`src/rtl/mdio_peripheral.sv`:
```
// Clause-22 MDIO responder: decodes frames from synchronised mdc/mdio_in, strobes the register bank, drives read data.
// Optional MDIO_PREAMBLE_EN: require >=32 consecutive ones in IDLE before a start bit is accepted.
module mdio_peripheral #(
  parameter logic [4:0] PHY_ADDR    = 5'd1,
  parameter int         SYNC_STAGES = 2
) (
  input  logic        clk,
  input  logic        reset,
  input  logic        mdc,
  input  logic        mdio_in,
  output logic        mdio_out,
  output logic        mdio_oe,
  output logic [4:0]  addr,
  output logic [15:0] wr_data,
  output logic        wr_stb,
  output logic        rd_req,
  input  logic [15:0] rd_data,
  output logic        frame_err
);

  // state     | meaning
  // S_IDLE    | waiting for the first ST bit (0)
  // S_START   | bit1 seen, waiting for ST bit2 (1)
  // S_HEADER  | shifting OP, PHYAD, REGAD (bits 3..14)
  // S_TA      | turnaround bits 15..16
  // S_WR_DATA | shifting write data bits 17..32
  // S_RD_DATA | driving read data toward the controller
  // S_SKIP    | frame not for us or illegal; count out to bit 32
  typedef enum logic [2:0] {
    S_IDLE, S_START, S_HEADER, S_TA, S_WR_DATA, S_RD_DATA, S_SKIP
  } state_t;

  state_t                 state_q, state_d;
  logic [SYNC_STAGES-1:0] mdc_sync_q, mdc_sync_d;
  logic [SYNC_STAGES-1:0] mdio_sync_q, mdio_sync_d;
  logic                   mdc_prev_q, mdc_prev_d;
  logic [4:0]             cnt_q, cnt_d;
  logic [14:0]            sr_q, sr_d;
  logic                   is_rd_q, is_rd_d;
  logic                   rd_cap_q, rd_cap_d;
  logic [15:0]            rd_buf_q, rd_buf_d;
  logic [4:0]             addr_q, addr_d;
  logic [15:0]            wr_data_q, wr_data_d;
  logic                   wr_stb_q, wr_stb_d;
  logic                   rd_req_q, rd_req_d;
  logic                   frame_err_q, frame_err_d;
  logic                   oe_q, oe_d;
  logic                   out_q, out_d;
`ifdef MDIO_PREAMBLE_EN
  logic [5:0]             pre_cnt_q, pre_cnt_d;
`endif

  logic       mdc_s, bit_s, mdc_rise, mdc_fall;
  logic [1:0] op_w;
  logic [4:0] phyad_w, regad_w;

  assign mdc_s    = mdc_sync_q[SYNC_STAGES-1];
  assign bit_s    = mdio_sync_q[SYNC_STAGES-1];
  assign mdc_rise = mdc_s & ~mdc_prev_q;
  assign mdc_fall = ~mdc_s & mdc_prev_q;
  // sr_q holds previously received bits with the most recent in bit 0
  assign op_w     = {sr_q[0], bit_s};
  assign phyad_w  = sr_q[8:4];
  assign regad_w  = {sr_q[3:0], bit_s};

  always_comb begin
    state_d     = state_q;
    mdc_sync_d  = {mdc_sync_q[SYNC_STAGES-2:0], mdc};
    mdio_sync_d = {mdio_sync_q[SYNC_STAGES-2:0], mdio_in};
    mdc_prev_d  = mdc_s;
    cnt_d       = cnt_q;
    sr_d        = sr_q;
    is_rd_d     = is_rd_q;
    rd_cap_d    = rd_req_q;
    rd_buf_d    = rd_cap_q ? rd_data : rd_buf_q;
    addr_d      = addr_q;
    wr_data_d   = wr_data_q;
    wr_stb_d    = 1'b0;
    rd_req_d    = 1'b0;
    frame_err_d = 1'b0;
    oe_d        = oe_q;
    out_d       = out_q;
`ifdef MDIO_PREAMBLE_EN
    pre_cnt_d   = pre_cnt_q;
`endif

    case (state_q)
      S_IDLE: begin
        if (mdc_rise) begin
`ifdef MDIO_PREAMBLE_EN
          if (bit_s) begin
            pre_cnt_d = (pre_cnt_q == 6'd63) ? pre_cnt_q : pre_cnt_q + 6'd1;
          end else if (pre_cnt_q >= 6'd32) begin
            state_d = S_START;
            cnt_d   = 5'd1;
          end else begin
            pre_cnt_d = 6'd0;
          end
`else
          if (!bit_s) begin
            state_d = S_START;
            cnt_d   = 5'd1;
          end
`endif
        end
      end
      S_START: begin
        if (mdc_rise) begin
          if (bit_s) begin
            state_d = S_HEADER;
            cnt_d   = 5'd2;
          end else begin
            cnt_d = 5'd1;
          end
        end
      end
      S_HEADER: begin
        if (mdc_rise) begin
          cnt_d = cnt_q + 5'd1;
          sr_d  = {sr_q[13:0], bit_s};
          if (cnt_q == 5'd3) begin
            is_rd_d = (op_w == 2'b10);
            if (op_w == 2'b00 || op_w == 2'b11) begin
              frame_err_d = 1'b1;
              state_d     = S_SKIP;
            end
          end else if (cnt_q == 5'd13) begin
            if (phyad_w != PHY_ADDR) begin
              state_d = S_SKIP;
            end else begin
              addr_d   = regad_w;
              rd_req_d = is_rd_q;
              state_d  = S_TA;
            end
          end
        end
      end
      S_TA: begin
        if (mdc_rise) begin
          cnt_d = cnt_q + 5'd1;
          if (cnt_q == 5'd15) state_d = is_rd_q ? S_RD_DATA : S_WR_DATA;
        end else if (mdc_fall && cnt_q == 5'd15 && is_rd_q) begin
          oe_d  = 1'b1;
          out_d = 1'b0;
        end
      end
      S_WR_DATA: begin
        if (mdc_rise) begin
          cnt_d = cnt_q + 5'd1;
          sr_d  = {sr_q[13:0], bit_s};
          if (cnt_q == 5'd31) begin
            wr_data_d = {sr_q, bit_s};
            wr_stb_d  = 1'b1;
            state_d   = S_IDLE;
          end
        end
      end
      S_RD_DATA: begin
        if (mdc_rise) begin
          cnt_d = cnt_q + 5'd1;
        end else if (mdc_fall) begin
          // counter has wrapped to 0 once rise 32 has been seen
          if (cnt_q == 5'd0) begin
            oe_d    = 1'b0;
            out_d   = 1'b0;
            state_d = S_IDLE;
          end else begin
            out_d    = rd_buf_q[15];
            rd_buf_d = {rd_buf_q[14:0], 1'b0};
          end
        end
      end
      S_SKIP: begin
        if (mdc_rise) begin
          cnt_d = cnt_q + 5'd1;
          if (cnt_q == 5'd31) state_d = S_IDLE;
        end
      end
      default: state_d = S_IDLE;
    endcase

`ifdef MDIO_PREAMBLE_EN
    if (state_d == S_IDLE && state_q != S_IDLE) pre_cnt_d = 6'd0;
`endif
  end

  always_ff @(posedge clk or negedge reset) begin
    if (!reset) begin
      state_q     <= S_IDLE;
      mdc_sync_q  <= '0;
      mdio_sync_q <= '0;
      mdc_prev_q  <= 1'b0;
      cnt_q       <= 5'd0;
      sr_q        <= '0;
      is_rd_q     <= 1'b0;
      rd_cap_q    <= 1'b0;
      rd_buf_q    <= '0;
      addr_q      <= '0;
      wr_data_q   <= '0;
      wr_stb_q    <= 1'b0;
      rd_req_q    <= 1'b0;
      frame_err_q <= 1'b0;
      oe_q        <= 1'b0;
      out_q       <= 1'b0;
`ifdef MDIO_PREAMBLE_EN
      pre_cnt_q   <= 6'd0;
`endif
    end else begin
      state_q     <= state_d;
      mdc_sync_q  <= mdc_sync_d;
      mdio_sync_q <= mdio_sync_d;
      mdc_prev_q  <= mdc_prev_d;
      cnt_q       <= cnt_d;
      sr_q        <= sr_d;
      is_rd_q     <= is_rd_d;
      rd_cap_q    <= rd_cap_d;
      rd_buf_q    <= rd_buf_d;
      addr_q      <= addr_d;
      wr_data_q   <= wr_data_d;
      wr_stb_q    <= wr_stb_d;
      rd_req_q    <= rd_req_d;
      frame_err_q <= frame_err_d;
      oe_q        <= oe_d;
      out_q       <= out_d;
`ifdef MDIO_PREAMBLE_EN
      pre_cnt_q   <= pre_cnt_d;
`endif
    end
  end

  assign mdio_out  = out_q;
  assign mdio_oe   = oe_q;
  assign addr      = addr_q;
  assign wr_data   = wr_data_q;
  assign wr_stb    = wr_stb_q;
  assign rd_req    = rd_req_q;
  assign frame_err = frame_err_q;

endmodule
```
`config.mk`:
```
export PLATFORM = sky130hd
export DESIGN_NAME = mdio_peripheral
export DESIGN_NICKNAME = d
export VERILOG_FILES = /design/src/rtl/mdio_peripheral.sv
export SDC_FILE = /design/constraint.sdc
export NUM_CORES = 1
export LEC_CHECK = 0
export BUFFER_PORTS_ARGS = -buffer_cell sky130_fd_sc_hd__buf_4
export CAP_MARGIN = 25
export CORE_UTILIZATION = 35
export DETAILED_ROUTE_END_ITERATION = 12
export GPL_ROUTABILITY_DRIVEN = 0
export PLACE_DENSITY = 0.51
export SYNTH_ARGS = -nofsm -noshare
export SYNTH_HDL_FRONTEND = slang
export SYNTH_SLANG_ARGS = --single-unit
```
`constraint.sdc`:
```
create_clock -name clk -period 2.7 [get_ports clk]
set_input_delay 0.27 -clock clk [delete_from_list [all_inputs] [get_ports clk]]
set_output_delay 0.27 -clock clk [all_outputs]
set_load 0.05 [all_outputs]
```
# Word-level counts from Yosys, hierarchy flattened
# Cells that the tools add are included.
# word_totals
ff_bits	72
in_bits	20
output_inout_bits	26
wordCells	125
# classes
add_sub_neg	1
eq_ne	30
n_mux	53
bitwise_logic	6
reduce_logical	19
# op_table
operator	n
16-bit 2-to-1 mux	5
3-bit 2-to-1 mux	16
2-bit != test (second input constant)	12
1-bit 2-to-1 mux	23
5-bit 2-to-1 mux	4
3-bit one-hot mux with 6 select lines	1
5-bit one-hot mux with 3 select lines	1
5-bit AND reduction	3
14-bit AND reduction	1
5-bit by 4-bit == test with 1-bit output (second input constant)	2
3-bit == test (second input constant)	3
3-bit by 2-bit == test with 1-bit output (second input constant)	2
2-bit by 1-bit != test with 1-bit output (second input constant)	3
3-bit != test (second input constant)	2
3-bit AND reduction	2
6-bit AND reduction	1
5-bit by 1-bit adder with 5-bit output (second input constant)	1
5-bit by 2-bit == test with 1-bit output (second input constant)	1
5-bit == test (second input constant)	1
5-bit zero test	1
5-bit by 1-bit != test with 1-bit output (second input constant)	1
5-bit OR reduction	1
2-bit == test (second input constant)	2
1-bit NOT	4
12 further kinds	16

# Logic depth before layout (Yosys ltp)
# Gate-level depths: netlist of run 1.
# logic_depth
depth_word	7
depth_mapped	7
ltp_nobuf	7

# Least setup slack after synthesis of run 1
# Ideal clock, no wire load.
# synth_path
kind	register to register
start	register cnt_q[0]
end	register wr_data_q[10], in the netlist wr_data[10]
setup_time_ns	0.125
t_arrival_ns	1.778
required_ns	2.575
slack_ns	0.797
path_stages_with_launch	7
path_buffers	1
synth_period_minus_slack_ns	1.903
path_cell_list	dfrtp_1 ha_1 and3_1 ha_1 nand4_2 buf_2 mux2_2
# synth_via
elab_chain_cells	2
# synth_lines
element	line	source
start: declaration	37	logic [4:0] cnt_q, cnt_d;
start signal: assignment	213	cnt_q <= cnt_d;
5-bit == test	151	if (cnt_q == 5'd31) begin
3-bit AND reduction (no source line)	-	
end signal: assignment	219	wr_data_q <= wr_data_d;
end: declaration	43	logic [15:0] wr_data_q, wr_data_d;
# Every way passes these cells.
# A chain may end at the register's enable or synchronous reset.

# Worst setup path in the final report of run 1
# layout_path
start	register cnt_q[0]
end	register state_q[2]
# layout_via
elab_chain_cells	4
elab_cells_between_ends	14
classes_between	eq/ne (9); mux (3); reduce/logical (2)
# layout_lines
element	line	source
5-bit by 2-bit == test with 1-bit output	121	if (cnt_q == 5'd3) begin
3-bit 2-to-1 mux	121	
3-bit 2-to-1 mux	118	if (mdc_rise) begin
3-bit one-hot mux with 6 select lines	87	case (state_q)
end signal: assignment	209	state_q <= state_d;
end: declaration	33	state_t state_q, state_d;
# Parallel ways exist; a longest one is shown, timed or not. The select of a mux whose other input is x is not followed.

==> results.py, run 1 <==
metrics = {
    "detailed_routing": {
        "viasPerCell": 5.163,
        "drt_iter0_drc": 147,
        "drc": 0,
        "vias": 2215,
        "wl_um": 6573,
        "wl_per_cell_um": 15.32,
        "first_pass_iters": 4,
        "ant_nets": 0,
    },
    "synth": {
        "synthTopCellsByArea": "dfrtp_1, mux2_2, mux2i_1, nand2_1, o21ai_0",
        "ys.flop_type": "dfrtp_1",
        "synth_enable_flop_cells": 0,
        "syn_area_per_cell_um2": 12.14,
        "synth_area_leader_cell": "dfrtp_1",
        "synth_top_area_share_pct": 55.15,
        "synth_cells": 269,
        "async_reset_ff_share_pct": 100.0,
        "synth_most_common_cell": "dfrtp_1",
        "synth.net_count": 295,
        "yosys.cell_types.count": 47,
        "syn_area_um2": 3267,
        "yosys_register_bits": 72,
        "synthTopCellsByCount": "dfrtp_1, mux2_2, nand2_1",
        "yosysWarnings": 0,
        "yosysSeqAreaShare_pct": 55.15,
    },
    "final_layout": {
        "synthToLayoutAreaGrowth_pct": 22.98,
        "nets": 343,
        "drive_above_1_share_pct": 34.58,
        "diodes": 0,
        "fin_util_pct": 45.19,
    },
    "sta": {
        "whs_ns": 0.02647,
        "period_share_pct": 75.67,
        "worst_pin_slew_ns": 0.8499,
        "setup_viol": 0,
        "min_period_ns": 2.043,
        "skew_ns": 0.009214,
        "finalHoldViolCount": 0,
        "maxSlewHeadroom_pct": 43.34,
        "fin_setup_tns_ns": 0,
        "slew_violations": 0,
        "setup_ws_ns": 0.6570,
        "rsz0062_at_grt": "false",
        "timing.fmax_mhz": 489.5,
    },
    "critical_path": {
        "ff2ff_setup_slack_ns": 0.66,
        "crit_path_start_kind": "flip-flop",
        "path_class": "flip-flop to flip-flop",
        "critical_path_arrival_ns": 2.30,
        "regToRegStartpoint": "cnt_q[0]",
        "reg2regPathDepth": 7,
        "cp_max_fo": 7,
        "r2r-end": "state_q[2]",
        "critical_path_required_ns": 2.96,
        "cp-end-kind": "flip-flop",
    },
    "cts": {
        "ctsResizeCount": 0,
        "cts_made_buffers": 9,
        "htree_num_levels": 3,
        "clk_path_buf_depth": 2,
        "cts_tree": "done",
        "cts.clk_slew.worst_paths_ns": 0.07,
        "cts.sinks": 72,
        "cts_root_buf": "clkbuf_8",
        "clock_latency_ns": 0.35,
    },
    "floorplanning": {
        "die_h_um": 98.61,
        "core_area_um2": 8891,
        "die_area_um2": 9724,
        "initial_utilization_pct": 36.74,
        "ios": 46,
        "die_w_um": 98.61,
        "placementRows": 34,
    },
    "power": {
        "p_leak_uw": 0.001876,
        "ir_drop_uv": 447.6,
        "power_density_nw_per_um2": 817.9,
    },
    "global_routing": {
        "grt_overflow_total": 0,
        "grt_util_all_layers_pct": 14.77,
        "grt_pass1_vias": 2197,
        "grt_pass1_wl_um": 11130,
        "grt_start_max_net_pins": 73,
        "antenna_found_initial": 0,
    },
    "worst_hold_path": {
        "hold_depth": 1,
        "min_to": "mdio_sync_q[0]",
        "hold_class": "primary input to flip-flop",
        "min_from": "mdio_in",
    },
    "place": {
        "place_hpwl_um": 4277,
        "place_ws_ns": 0.7378,
        "numPortBuffers": 45,
    },
    "run_status": {
        "status": "complete, no violations",
    },
    "flow_run": {
        "maxCapViolations": 0,
    },
}
==> layout by cell type (no fill, tap or decap), drive strengths merged, types with 2 or more instances in the layout <==
cell type	count
inv	10
o22ai	3
clkbuf	10
nand2	27
buf	49
nand3	6
or4b	2
nand2b	4
nor2	6
bufinv	4
mux2i	16
a21oi	5
and3	4
dlygate4sd3	2
o211ai	2
nor4b	2
o21ai	20
nor3	4
ha	6
xor2	2
o32ai	2
dfrtp	72
nor2b	3
mux2	38
nand4	3
==> timing repair <==
item | 4_1_cts | 5_1_grt
buffers inserted | 0 | 0
hold endpoints to repair | 0 | 73
hold buffers | 0 | 2
==> where the power goes <==
| part | leakage, uW | switching, uW | internal [uW] |
|---|---|---|---|
| Clock | 0.000133 | 399 | 729 |
| Combinational | 0.000823 | 349 | 308 |
| Sequential | 0.000920 | 241 | 1260 |
| Total | 0.00188 | 988 | 2300 |
==> sequential cells by signal, summed over array words and instances (netlist names) <==
register / flops
rd_buf_q: 16
wr_data: 16
sr_q: 15
addr: 5
cnt_q: 5
state_q: 3
mdc_sync_q: 2
mdio_sync_q: 2
frame_err: 1
is_rd_q: 1
mdc_prev_q: 1
mdio_oe: 1
mdio_out: 1
rd_cap_q: 1
rd_req: 1
wr_stb: 1
==> cells by family after synthesis <==
logic type	Yosys count	synth area share, %
AO/OA/AOI/OAI	43	8.388
AND/OR/NAND/NOR	68	12.52
flip-flops	72	55.15
XOR/XNOR	2	0.5363
buffers and inverters	24	3.103
multiplexers	54	18.00
adder cells (fa/ha/maj)	6	2.298
==> per-layer routing <==
layer  track usage, %  share of wire, %  vias to the layer above  wire length, um
li1                 -                 -                     1055                -
met1            20.25                48                     1082             3161
met2            21.40                44                       72             2896
met3            6.028               6.7                        6              438
met4            4.478               1.2                        0               76
met5                0                 0                        -                0
==> critical path, stage by stage, from the launching register on <==
cell and delay, ns:
dfrtp_1 0.45, ha_1 0.22, and3_1 0.20, ha_1 0.21, mux2_2 0.16, o22ai_1 0.10, a2111o_1 0.44, o22ai_1 0.17
==> area by class of cell <==
class                           count  area [um2]
Clock inverter                      5       128.9
Multi-Input combinational cell    173        1369
Timing Repair Buffer               51       407.9
Tap cell                          108       135.1
Clock buffer                       10       137.6
Sequential cell                    72        1802
Inverter                           10       37.54
Fill cell                         851        4873
==> through the flow <==
step	power, uW	std cells	cell area (um2)
5_1_grt	3499	429	4018
4_1_cts	3317	426	3970
3_5_place_dp	2176	411	3704
2_1_floorplan	1959	269	3267
6_report	3286	429	4018
3_3_place_gp	2166	411	3704
==> how the worst max path moves through the flow <==
stage,from,to,slack (ns),cells after the start
after global placement,cnt_q[0],wr_data[15],0.75,6
after global routing,cnt_q[0],state_q[2],0.51,7
final,cnt_q[0],state_q[2],0.66,7
after detailed placement,cnt_q[0],state_q[2],0.74,7
after CTS,cnt_q[0],state_q[2],0.66,7
after floorplan,cnt_q[0],wr_data[10],0.80,6
No activity file was read; power rests on OpenSTA's default activity.
==> run 2, diff against run 1 <==
Settings changed: ABC_AREA set to 1.
Clock period 2.7 ns to 2.11 ns, I/O delays scaled along.
==> run 2 against run 1 <==
Clock power about the same. Area after synthesis rose by 0.73%. Hold slack improved by 0.16 ns. Sequential share of layout area is 0.62 points higher. Global-route usage about the same. Sequential cell count unchanged. Core utilization fell by 1.9 points. Final area decreased by 1.4%. Via count grew 12%. Highest routed layer unchanged. Sequential power rose by 17%.
==> results.py, run 2 <==
metrics = {
    "run_status": {
        "status": "complete, no violations",
    },
    "cts": {
        "htree_num_levels": 3,
        "cts_made_buffers": 9,
        "post_cts_buffers": 0,
        "cts_root_buf": "clkbuf_8",
        "cts.clk_slew.worst_paths_ns": 0.08,
        "clk_path_buf_depth": 2,
        "cts.sinks": 72,
        "clock_latency_ns": 0.34,
        "cts_tree": "done",
    },
    "global_routing": {
        "grt_pass1_vias": 2378,
        "antenna_found_initial": 0,
        "grt_start_max_net_pins": 39,
        "grt_overflow_total": 0,
        "grt_util_all_layers_pct": 14.79,
        "grt_pass1_wl_um": 11310,
    },
    "critical_path": {
        "regToRegStartpoint": "cnt_q[0]",
        "path_class": "flip-flop to flip-flop",
        "crit_path_start_kind": "flip-flop",
        "reg2regPathDepth": 11,
        "critical_path_arrival_ns": 2.07,
        "r2r-end": "state_q[0]",
        "cp-end-kind": "flip-flop",
        "cp_max_fo": 4,
        "critical_path_required_ns": 2.33,
        "ff2ff_setup_slack_ns": 0.27,
    },
    "floorplanning": {
        "die_h_um": 98.97,
        "placementRows": 35,
        "die_w_um": 98.97,
        "core_area_um2": 9153,
        "die_area_um2": 9794,
        "initial_utilization_pct": 35.95,
        "ios": 46,
    },
    "detailed_routing": {
        "vias": 2479,
        "first_pass_iters": 5,
        "drc": 0,
        "drt_iter0_drc": 97,
        "wl_um": 6442,
        "viasPerCell": 4.540,
        "wl_per_cell_um": 11.80,
        "ant_nets": 0,
    },
    "worst_hold_path": {
        "min_from": "rd_data[15]",
        "hold_depth": 3,
        "min_to": "rd_buf_q[15]",
        "hold_class": "primary input to flip-flop",
    },
    "synth": {
        "synth_area_leader_cell": "dfrtp_1",
        "yosysWarnings": 0,
        "synth_most_common_cell": "nand2_1",
        "yosysSeqAreaShare_pct": 54.75,
        "synth_cells": 380,
        "ys.flop_type": "dfrtp_1",
        "async_reset_ff_share_pct": 100.0,
        "synthTopCellsByArea": "dfrtp_1, nand2_1, o21ai_1, inv_1, o21ai_0",
        "syn_area_um2": 3291,
        "synthTopCellsByCount": "nand2_1, dfrtp_1, inv_1",
        "yosys_register_bits": 72,
        "syn_area_per_cell_um2": 8.660,
        "synth.net_count": 406,
        "synth_enable_flop_cells": 0,
        "yosys.cell_types.count": 31,
        "synth_top_area_share_pct": 54.75,
    },
    "sta": {
        "skew_ns": 0.009227,
        "setup_viol": 0,
        "period_share_pct": 87.22,
        "finalHoldViolCount": 0,
        "worst_pin_slew_ns": 0.5259,
        "maxSlewHeadroom_pct": 64.94,
        "fin_setup_tns_ns": 0,
        "timing.fmax_mhz": 543.4,
        "min_period_ns": 1.840,
        "rsz0062_at_grt": "false",
        "slew_violations": 0,
    },
    "power": {
        "combinationalPowerShare_pct": 25.7,
        "p_leak_uw": 0.002001,
        "power_density_nw_per_um2": 976.0,
        "switching_share_pct": 34.17,
        "power.internal_uw": 2546,
        "switching_power_uw": 1322,
        "ir_drop_uv": 381.6,
        "p_seq_share_pct": 45.3,
        "clock_power_share_pct": 29.0,
    },
    "final_layout": {
        "mostFrequentLayoutCell": "nand2_1",
        "synthToLayoutAreaGrowth_pct": 20.42,
        "layout_common_cells": "nand2_1, dfrtp_1, buf_4",
        "nets": 456,
        "drive_above_1_share_pct": 20.92,
        "stdcell_area_um2": 3963,
        "diodes": 0,
    },
    "flow_run": {
        "maxCapViolations": 0,
    },
    "place": {
        "place_hpwl_um": 4470,
        "post_dp_cell_area_um2": 3721,
        "numPortBuffers": 45,
    },
}
run 2: changes by cell type after synthesis, sizes merged, moves of 15 or more:
| cell | previous run | this run |
|---|---|---|
| nand2 | 27 | 118 |
| mux2 | 38 | 0 |
| inv | 10 | 50 |
| nor2 | 6 | 22 |
| mux2i | 16 | 1 |
| o21ai | 20 | 73 |
run 2: worst max path at each step:
stage,startpoint,to,slack [ns],cells past startpoint
after CTS,cnt_q[0],state_q[0],0.21,11
after global routing,cnt_q[0],state_q[2],0.01,11
after detailed placement,cnt_q[0],state_q[0],0.23,11
after floorplan,cnt_q[0],state_q[2],0.42,11
final,cnt_q[0],state_q[0],0.27,11
after global placement,cnt_q[0],state_q[0],0.31,11
run 2: cell families (layout without fill, tap and decap cells):
kind of cell    Yosys count  count (layout)  share of synthesized area, %
compound gates           76              76                         12.43
xor+xnor                  2               2                        0.5324
buf+inv                  64             119                         8.631
flops                    72              72                         54.75
mux                       1               1                        0.3042
simple gates            159             159                         21.07
fa+ha+maj                 6               6                         2.281
run 2: area by class of cell:
class	count	area, um2
fill	942	5190
sequential	72	1802
multi-input combinational	244	1207
timing repair buffer	53	417.9
inverter	50	190.2
clock buffer	11	151.4
tap	111	138.9
clock inverter	5	55.05
run 2: layer usage:
layer	up-vias	GRT usage (%)	part of all wire [%]
met4	0	5.511	0.79
li1	1294	-	-
met2	54	21.68	43
met3	6	4.113	4.5
met1	1125	20.83	51
met5	-	0	0
run 2: stage by stage:
| stage | power, uW | hold slack [ns] | std cells | setup slack [ns] | utilization [%] |
|---|---|---|---|---|---|
| floorplan | 2535 | -0.08459 | 380 | 0.4181 | - |
| global placement | 2767 | 0.2277 | 527 | 0.3080 | 40.66 |
| detailed placement | 2778 | 0.2246 | 527 | 0.2269 | 40.66 |
| CTS | 3929 | 0.1714 | 546 | 0.2061 | 43.24 |
| global route | 4185 | 0.1785 | 546 | 0.01148 | 43.29 |
| finish | 3867 | 0.1895 | 546 | 0.2696 | 43.29 |
run 2: power groups by stage:
| stage | clock (uW) | combinational [uW] | sequential, uW |
|---|---|---|---|
| after floorplan | 0 | 803 | 1730 |
| after global placement | 0 | 990 | 1780 |
| after detailed placement | 0 | 999 | 1780 |
| after CTS | 1170 | 1000 | 1750 |
| after global routing | 1220 | 1180 | 1780 |
| final | 1120 | 994 | 1750 |
run 2: critical path: stages (launching register included):
cell and delay (ns):
dfrtp_1 0.40, ha_1 0.25, inv_1 0.06, nor2_1 0.15
ha_1 0.17, nand3_1 0.14, nand2_1 0.09, nand2_1 0.06
nor2_2 0.14, nand3_1 0.14, nand2_1 0.08, nand2_1 0.06
run 2: timing repair:
| action | 4_1_cts | 5_1_grt |
|---|---|---|
| resized for setup | 0 | 3 |
| endpoints found under the hold margin | 38 | 0 |
| hold buffers | 3 | 0 |
| endpoints found under the setup margin | 0 | 11 |
